<file path="config.mk">
export PLATFORM = sky130hd
export DESIGN_NAME = pipe_stage_buf
export DESIGN_NICKNAME = d
export VERILOG_FILES = /design/src/rtl/pipe_stage_buf.sv
export SDC_FILE = /design/constraint.sdc
export NUM_CORES = 1
export LEC_CHECK = 0
export BUFFER_PORTS_ARGS = -buffer_cell sky130_fd_sc_hd__buf_2
export CAP_MARGIN = 0
export CORE_MARGIN = 4
export CORE_UTILIZATION = 50
export CTS_CLUSTER_SIZE = 25
export DETAILED_ROUTE_END_ITERATION = 8
export GPL_TIMING_DRIVEN = 0
export PLACE_DENSITY = 0.79
export SYNTH_ARGS = -nofsm -noshare
export SYNTH_HDL_FRONTEND = slang
export SYNTH_SLANG_ARGS = --single-unit
</file>
<file path="constraint.sdc">
create_clock -name clk -period 2.5 [get_ports clk]
set_input_delay 0.25 -clock clk [delete_from_list [all_inputs] [get_ports clk]]
set_output_delay 0.25 -clock clk [all_outputs]
set_load 0.05 [all_outputs]
</file>
<file path="src/rtl/pipe_stage_buf.sv">
// Inter-stage pipeline buffer: 2-entry skid buffer with a valid/ready handshake,
// flush-to-NOP and a saturating downstream bubble counter.
module pipe_stage_buf #(
  parameter int                 DATA_W    = 32,
  parameter logic [DATA_W-1:0]  NOP_VALUE = {DATA_W{1'b0}},
  parameter int                 CNT_W     = 16
) (
  input  logic              clk,
  input  logic              rst,
  input  logic              flush_i,
  input  logic              in_valid_i,
  output logic              in_ready_o,
  input  logic [DATA_W-1:0] in_data_i,
  output logic              out_valid_o,
  input  logic              out_ready_i,
  output logic [DATA_W-1:0] out_data_o,
  output logic [1:0]        occupancy_o,
  output logic [CNT_W-1:0]  bubble_cnt_o
);

  // Handshake: a beat moves on a port only in a cycle where valid and ready are
  // both 1 at the rising edge; a producer holds valid and data stable until then.

  // Encoding equals the entry count, so occupancy_o doubles as the state debug view.
  typedef enum logic [1:0] {
    ST_EMPTY = 2'd0,
    ST_HALF  = 2'd1,
    ST_FULL  = 2'd2
  } state_e;

  state_e              state_q, state_d;
  logic [DATA_W-1:0]   m_q, m_d;
  logic [DATA_W-1:0]   s_q, s_d;
  logic [CNT_W-1:0]    bubble_q, bubble_d;
  logic                acc, pop;

  always_ff @(posedge clk) begin
    if (rst) begin
      state_q  <= ST_EMPTY;
      m_q      <= NOP_VALUE;
      s_q      <= NOP_VALUE;
      bubble_q <= '0;
    end else begin
      state_q  <= state_d;
      m_q      <= m_d;
      s_q      <= s_d;
      bubble_q <= bubble_d;
    end
  end

  always_comb begin
    state_d = state_q;
    m_d     = m_q;
    s_d     = s_q;
    acc     = in_valid_i & in_ready_o;
    pop     = out_valid_o & out_ready_i;
    if (flush_i) begin
      // A pop in this cycle already completed downstream; nothing is re-presented.
      state_d = ST_EMPTY;
      m_d     = NOP_VALUE;
      s_d     = NOP_VALUE;
    end else begin
      unique case (state_q)
        ST_EMPTY: begin
          if (acc) begin
            m_d     = in_data_i;
            state_d = ST_HALF;
          end
        end
        ST_HALF: begin
          if (acc && pop) begin
            m_d = in_data_i;
          end else if (acc) begin
            s_d     = in_data_i;
            state_d = ST_FULL;
          end else if (pop) begin
            m_d     = NOP_VALUE;
            state_d = ST_EMPTY;
          end
        end
        ST_FULL: begin
          if (pop) begin
            m_d     = s_q;
            s_d     = NOP_VALUE;
            state_d = ST_HALF;
          end
        end
        default: begin
          state_d = ST_EMPTY;
          m_d     = NOP_VALUE;
          s_d     = NOP_VALUE;
        end
      endcase
    end
  end

  // Bubble: downstream was ready but had nothing to take; flush cycles are excluded.
  always_comb begin
    bubble_d = bubble_q;
    if (out_ready_i && !out_valid_o && !flush_i && (bubble_q != {CNT_W{1'b1}})) begin
      bubble_d = bubble_q + {{(CNT_W-1){1'b0}}, 1'b1};
    end
  end

  always_comb begin
    out_valid_o  = (state_q != ST_EMPTY);
    in_ready_o   = (state_q != ST_FULL);
    occupancy_o  = state_q;
    out_data_o   = m_q;
    bubble_cnt_o = bubble_q;
  end

endmodule

</file>
Word level (Yosys, flattened, before mapping)
Cells that the tools add are included.
Word-level totals
  bits in registers: 82
  input bits: 37
Operators by class
  add/subtract/negate cells: 1
  eq/ne operators: 11
  muxes and demuxes: 14
  bitwise logic cells: 3
  reduce and logical (&&, ||, !) cells: 12
Operators by type and width (count)
  $mux W32: 6
  $pmux W32 S3: 2
  $add A16 B1 Y16 const B: 1
  $ne A16 B16 Y1 const B: 1
  $reduce_and A4 Y1: 3
  $mux W2: 5
  $ne A2 B2 Y1 const B: 5
  $ne A3 B3 Y1 const B: 3
  $pmux W2 S3: 1
  $logic_and A1 B1 Y1: 4
  $and A1 B1 Y1: 2
  $eq A2 B1 Y1 const B: 1
  $eq A2 B2 Y1 const B: 1
  $logic_not A1 Y1: 2
  $logic_not A2 Y1: 1
  $reduce_bool A2 Y1: 1
  $reduce_or A2 Y1: 1
  $not A1 Y1: 1

Depth between registers and ports, before layout
Gate-level depths: netlist of run 1.
  word-level depth: 6
  depth in mapped cells: 7

Least setup slack after synthesis of run 1
OpenSTA, ideal clock, no wires.
  path type: flip-flop to flip-flop
  start point: register bubble_q[0] (netlist: bubble_cnt_o[0])
  end point: register bubble_q[15] (netlist: bubble_cnt_o[15])
  setup time: 0.121 ns
  arrival: 2.345 ns
  data required time: 2.379 ns
  slack: 0.034 ns
  cell stages (with the launch flop): 6
  clock period less this slack: 2.466 ns
  cell sequence: dfxtp_1 > ha_1 > nand3_1 > nor4_1 > or4_1 > mux2_2
On the way
  cells in the longest elaborated chain, start to end: 2
RTL lines
  start, declared: RTL line 34  | logic [CNT_W-1:0] bubble_q, bubble_d;
  start signal, assigned: RTL line 47  | bubble_q <= bubble_d;
  branches (longest 2 deep; another with $add A16 B1 Y16)
Parallel ways; which one is timed is not known.
A chain may end at the register's enable or synchronous reset.

Final worst setup path of run 1
  start point: register state_q[0] (netlist: occupancy_o[0])
  end point: output port out_valid_o
On the way
  cells in the longest elaborated chain, start to end: 1
RTL lines
  start, declared: RTL line 31  | state_e state_q, state_d;
  start signal, assigned: RTL line 44  | state_q <= state_d;
  $reduce_bool A2 Y1: RTL line 106  | out_valid_o = (state_q != ST_EMPTY);
  end, declared: RTL line 14  | output logic out_valid_o,
No other way between the ends.

==> flow_summary_export.csv, run 1 <==
group,metric,value,unit
yosys,yosys.area.top_type,"dfxtp_1",
power,total_power,0.00272,W
yosys,synth.avg_cell_area,8.66,um2
detailed_routing,route.vias.total,3619,
die,die_x,93.0,um
detailed_routing,detail_route.wirelength,9780,um
die,die_h,93.0,um
die,initial_utilization,52.3,%
sta,fin_skew,0.0161,ns
placed_design,place.gp.congestion,0.878,
sta,timing.fmax,425,MHz
cts,clk_latency,0.36,ns
critical_path,arrival,2.10,ns
power,static-leakage-power,1.69,nW
sta,min_period,2.35,ns
grt,grt_usage,22.9,%
yosys,yosysTopAreaCellShare,45.4,%
sta,grt_setup_unrepaired,"false",
power,pwr-share-comb,14.1,%
sta,tns,0,ns
critical_path,reg2reg_depth,5,
power,p_per_area,619,nW/um2
cts,cts_buffers,9,
die,rows,30,
critical_path,crit_top_cell,"clkbuf_1",
yosys,synth_cell_types,37,
cts,clockBufferDepth,2,
detailed_routing,ant_nets,0,
yosys,synth-compound-area-share,31.2,%
sta,setup_viol,0,
detailed_routing,viasPerCell,5.87,
grt,grt_max_degree,16,
power,switchingPower,0.000794,W
layout,drive_gt1_share,21.7,%
critical_path,regToRegEndpoint,"bubble_cnt_o[14]",
critical_path,crit_family,"buffers and inverters",
layout,num_antenna_cells,0,
yosys,synth_mux_area_share,1.21,%
yosys,synth_fp_nets,455,
die,pin_count,89,
yosys,ys_ff_latch,82,
yosys,syn_inst,417,
status,status,"finished, final reports clean",
critical_path,path_cells,"clkbuf_1 > clkbuf_1 > or2_2 > buf_2",
critical_path,cpPeakStageDelay,0.50,ns
yosys,synthAdderAreaFrac,0.346,%
critical_path,cp.required,2.25,ns
job,maxCapViolations,0,
placed_design,placed_cells_incl_taps,601,
power,ir_drop,0.000391,V
layout,final_common_cell,"buf_2",
layout,area_growth,21.6,%
layout,mostFrequentLayoutCells,"buf_2 (88), dfxtp_1 (82), a21oi_1 (49)",
detailed_routing,drc,0,
sta,relSlewSlack,64.2,%
detailed_routing,drt_pass1_iterations,5,
die,core,6910,um2
critical_path,crit_end,"out_valid_o",
yosys,synth_area,3610,um2
critical_path,critPathMaxFanout,10,
power,swShare,29.2,%
critical_path,startpoint_type,"flip-flop",
yosys,yosysSeqAreaShare,45.4,%
yosys,synthSimpleGateAreaFrac,17.5,%
layout,instances_no_fill,617,
critical_path,crit_slowest_cell,"dfxtp_1",
grt,grt_pass1_wl,16000,um
worst_hold_path,hold_class,"input port to flip-flop",
yosys,ys_warn_count,0,
critical_path,path_depth,4,
sta,post-route-period-util,94.2,%
cts,holdBufCountCts,0,
worst_hold_path,whs_path_depth,3,
die,die-area,8650,um2
layout,nets,554,
cts,cts.sinks,82,
sta,timing_hold_violations_final,0,
placed_design,numPortBuffers,88,
power,power_frac_clock,36.3,%
yosys,synth.area.top_cells,"dfxtp_1 (45%), a22oi_1 (8.1%), a2bb2oi_1 (7.8%)",
critical_path,crit_start,"occupancy_o[0]",
cts,cts_setup_buffers,0,
cts,h-tree-depth,3,
critical_path,r2r_slack,0.18,ns
critical_path,crit_type,"flip-flop to primary output",
critical_path,rr_startpoint,"occupancy_o[0]",
detailed_routing,routedWlPerCell,15.9,um
grt,grt_overflow,0,
sta,tightest_slew,0.537,ns
grt,grt_pass1_vias,3381,
sta,drv_slew,0,
layout,nFillCells,658,
placed_design,place_hpwl,6850,um
power,pwr-share-seq,49.6,%
grt,antenna_found_initial,0,
critical_path,critPathCaptureType,"primary output",
yosys,synth_xor_area_share,0,%
yosys,synth_top_family_by_area,"compound AO/OA/AOI/OAI gates",
cts,clk_pin_slew,0.10,ns
power,power.internal,0.00193,W
cts,cts_tree,"done",
cts,cts_root_buf,"clkbuf_8",
detailed_routing,drtIter0Drc,278,
critical_path,worst-path-buf-inv,3,
## tightest hold or removal path, delay by kind of cell
family / cells / cell delay, ns
AO/OA/AOI/OAI: 1 / 0.06
buffers and inverters: 1 / 0.10
AND/OR/NAND/NOR: 1 / 0.07
## cells in the mapped netlist, drive strengths merged
cell and instances:
dfxtp 82, or2 2, a2bb2oi 32, and2 3, nand2 43, and4 1
inv 1, nor2b 6, or4 8, and3 2, o22a 2, nand3 8
nor4 3, mux2 3, nand3b 1, a32oi 21, or4b 1, nor3 1
nand2b 2, nor3b 1, o31ai 8, a211oi 1, nor4b 1, o22ai 1
a21oi 49, nor2 35, o21ai 5, ha 1, nand4 6, clkbuf 37
a22oi 39, o32ai 1, or3 6, buf 3, mux2i 1
## flip-flops by register name, indices dropped and copies added, names as in the netlist
register / count
s_q: 32
out_data_o: 32
occupancy_o: 2
bubble_cnt_o: 16
## final cells by class
class | count | area [um2] | area share [%]
Sequential cell | 82 | 1640 | 37.4
Inverter | 1 | 3.75 | 0.0854
Tap cell | 96 | 120 | 2.73
Clock buffer | 9 | 124 | 2.82
Timing Repair Buffer | 88 | 440 | 10.0
Clock inverter | 7 | 75.1 | 1.71
Buffer | 40 | 151 | 3.45
Multi-Input combinational cell | 294 | 1840 | 41.8
## timing repair
action | 4_1_cts | 5_1_grt
gates cloned | 0 | 0
resized for setup | 1 | 2
setup endpoints to repair | 10 | 10
## power groups by stage
| stage | sequential [W] | combinational (W) | clock (W) |
|---|---|---|---|
| floorplan | 0.00147 | 0.000173 | 0 |
| global placement | 0.00138 | 0.000377 | 0 |
| detailed placement | 0.00138 | 0.000379 | 0 |
| CTS | 0.00135 | 0.000382 | 0.000998 |
| global route | 0.00135 | 0.000413 | 0.00106 |
| finish | 0.00135 | 0.000382 | 0.000988 |
## cell families (layout without fill, tap and decap cells)
logic type               count (synthesis)  in the layout
flip-flops                              82             82
adder cells (fa/ha/maj)                  1              1
multiplexers                             4              4
AO/OA/AOI/OAI                          159            159
AND/OR/NAND/NOR                        130            130
buffers and inverters                   41            145
## worst min path at each step
stage	startpoint	to
2_1_floorplan	in_data_i[0]	s_q[0]
3_3_place_gp	out_data_o[24]	out_data_o[24]
3_5_place_dp	out_data_o[12]	out_data_o[12]
4_1_cts	in_data_i[18]	s_q[18]
5_1_grt	in_data_i[14]	s_q[14]
6_report	in_data_i[18]	s_q[18]
## through the flow
stage | instance area [um2] | hold WS [ns] | setup slack, ns | util, %
after floorplan | 3610 | 0.398 | 0.0343 | -
after global placement | 4170 | 0.438 | -0.0760 | 60.4
after detailed placement | 4170 | 0.441 | -0.185 | 60.4
after CTS | 4380 | 0.150 | 0.136 | 63.4
after global routing | 4390 | 0.176 | 0.0170 | 63.6
final | 4390 | 0.157 | 0.146 | 63.6
## layer usage
layer	vias up	global-route usage (%)	wire length (um)
li1	1776	-	-
met1	1705	29.8	4380
met2	123	38.1	4700
met3	15	3.70	548
met4	0	8.91	152
met5	-	0	0
Power figures use the tool's default switching activity.
==> inputs of run 2 (changes only) <==
Settings changed: BUFFER_PORTS_ARGS -buffer_cell sky130_fd_sc_hd__buf_2 to -buffer_cell sky130_fd_sc_hd__clkbuf_2, CORE_ASPECT_RATIO from default to 1.2.
==> run 2 against run 1 <==
  * Clock-buffer cell count rose by 2
  * Fmax grew 0.99%
  * Global-route usage shrank 0.18 points
  * Cell area is 0.26% lower
  * Clock skew shrank 0.010 ns
  * Sequential power hardly changed
  * Worst setup slack improved by 0.023 ns
  * Critical endpoint is now out_data_o[12]
  * Largest cell class unchanged
==> flow_summary_export.csv, run 2 (synthesized netlist as in run 1, its figures left out) <==
group,metric,value,unit
worst_hold_path,min-delay-start,"in_data_i[3]",
detailed_routing,detail_route.wirelength,9840,um
die,initial_utilization,52.1,%
detailed_routing,ant_nets,0,
detailed_routing,route.vias.total,3650,
layout,nFillCells,633,
layout,final_common_cell,"clkbuf_2",
critical_path,crit_end,"out_data_o[12]",
critical_path,startpoint_type,"flip-flop",
cts,cts_tree,"done",
cts,clockBufferDepth,2,
cts,cts_buffers,9,
sta,holdWs,0.185,ns
layout,num_antenna_cells,0,
die,die_h,101,um
critical_path,crit_type,"flip-flop to flip-flop",
placed_design,placed_cells_incl_taps,592,
grt,grt_pass1_wl,15900,um
detailed_routing,routedWlPerCell,16.2,um
worst_hold_path,hold_class,"input port to flip-flop",
critical_path,reg2reg_depth,6,
layout,area_growth,21.3,%
detailed_routing,viasPerCell,6.02,
cts,h-tree-depth,3,
power,static-leakage-power,1.65,nW
grt,grt_max_degree,13,
grt,antenna_found_initial,0,
critical_path,crit_slowest_cell,"o32ai_1",
critical_path,crit_top_cell,"clkbuf_1",
sta,grt_setup_unrepaired,"false",
layout,register_area,1640,um2
detailed_routing,drt_pass1_iterations,4,
status,status,"finished, final reports clean",
cts,clk_pin_slew,0.08,ns
die,die-area,8650,um2
cts,cts.sinks,82,
sta,drv_slew,0,
grt,grt_usage,22.7,%
critical_path,r2r_slack,0.17,ns
layout,drive_gt1_share,21.0,%
placed_design,numPortBuffers,88,
grt,grt_pass1_vias,3451,
critical_path,path_cells,"clkbuf_1 > and2_1 > o32ai_1 > clkbuf_1 > nand2_1 > a21oi_1",
sta,min_period,2.33,ns
detailed_routing,drtIter0Drc,200,
cts,cts_root_buf,"clkbuf_8",
die,core,6940,um2
critical_path,arrival,2.59,ns
grt,grt_overflow,0,
placed_design,place_hpwl,7010,um
cts,clk_latency,0.34,ns
cts,cts_resized,1,
critical_path,rr_startpoint,"occupancy_o[1]",
critical_path,critPathCaptureType,"flip-flop",
die,rows,33,
critical_path,cpPeakStageDelay,0.62,ns
critical_path,crit_start,"occupancy_o[1]",
job,maxCapViolations,0,
critical_path,cp.required,2.76,ns
cts,cts_setup_buffers,0,
critical_path,critPathMaxFanout,10,
sta,relSlewSlack,50.9,%
placed_design,place.gp.congestion,0.827,
cts,holdBufCountCts,0,
sta,fin_skew,0.00561,ns
power,ir_drop,0.000365,V
detailed_routing,drc,0,
layout,nets,554,
die,pin_count,89,
sta,tightest_slew,0.734,ns
critical_path,regToRegEndpoint,"out_data_o[12]",
sta,setup_viol,0,
sta,post-route-period-util,93.3,%
layout,mostFrequentLayoutCells,"clkbuf_2 (89), dfxtp_1 (82), a21oi_1 (49)",
layout,instances_no_fill,606,
sta,timing.fmax,429,MHz
layout,multi_input_area,1830,um2
power,p_per_area,629,nW/um2
die,die_x,85.6,um
sta,timing_hold_violations_final,0,
## run 2: per-stage QoR
stage	cell area (um2)	util [%]	setup slack, ns	total power (W)	setup TNS [ns]
2_1_floorplan	3610	-	0.0343	0.00164	0
3_3_place_gp	4160	60.0	-0.0734	0.00176	-0.378
3_5_place_dp	4160	60.0	-0.126	0.00176	-0.944
4_1_cts	4370	63.1	0.169	0.00278	0
5_1_grt	4380	63.2	0.0176	0.00286	0
6_report	4380	63.2	0.169	0.00276	0
## run 2: layer usage
| layer | part of all wire, % | global-route usage, % | routed length [um] | vias up |
|---|---|---|---|---|
| met3 | 4.6 | 4.25 | 457 | 6 |
| met4 | 0.90 | 7.80 | 89 | 0 |
| met1 | 42 | 28.7 | 4170 | 1757 |
| met5 | 0 | 0 | 0 | - |
| li1 | - | - | - | 1778 |
| met2 | 52 | 38.9 | 5120 | 109 |
## run 2: critical path, delay by kind of cell, from the launching register on
family	cells	cell delay [ns]
simple gates	2	0.34
buf+inv	2	0.73
compound gates	2	0.79
flops	1	0.37
## run 2: area by class of cell
class | instances | area share [%]
sequential | 82 | 37.5
multi-input combinational | 294 | 41.8
buffer | 40 | 3.45
clock buffer | 11 | 3.23
tap | 87 | 2.48
clock inverter | 3 | 1.48
inverter | 1 | 0.0856
timing repair buffer | 88 | 10.0
## run 2: power breakdown
part / switching, W / leakage (nW) / internal, W
Combinational: 0.000263 / 0.884 / 0.000120
Sequential: 0.0000169 / 0.664 / 0.00133
Clock: 0.000446 / 0.105 / 0.000578
Total: 0.000726 / 1.65 / 0.00203
## run 2: worst min-delay path by stage
stage | slack, ns | cells past startpoint | endpoint
after floorplan | 0.40 | 2 | s_q[0]
after global placement | 0.44 | 2 | out_data_o[23]
after CTS | 0.17 | 3 | s_q[3]
after global routing | 0.19 | 3 | s_q[14]
after detailed placement | 0.44 | 2 | out_data_o[2]
final | 0.19 | 3 | s_q[3]
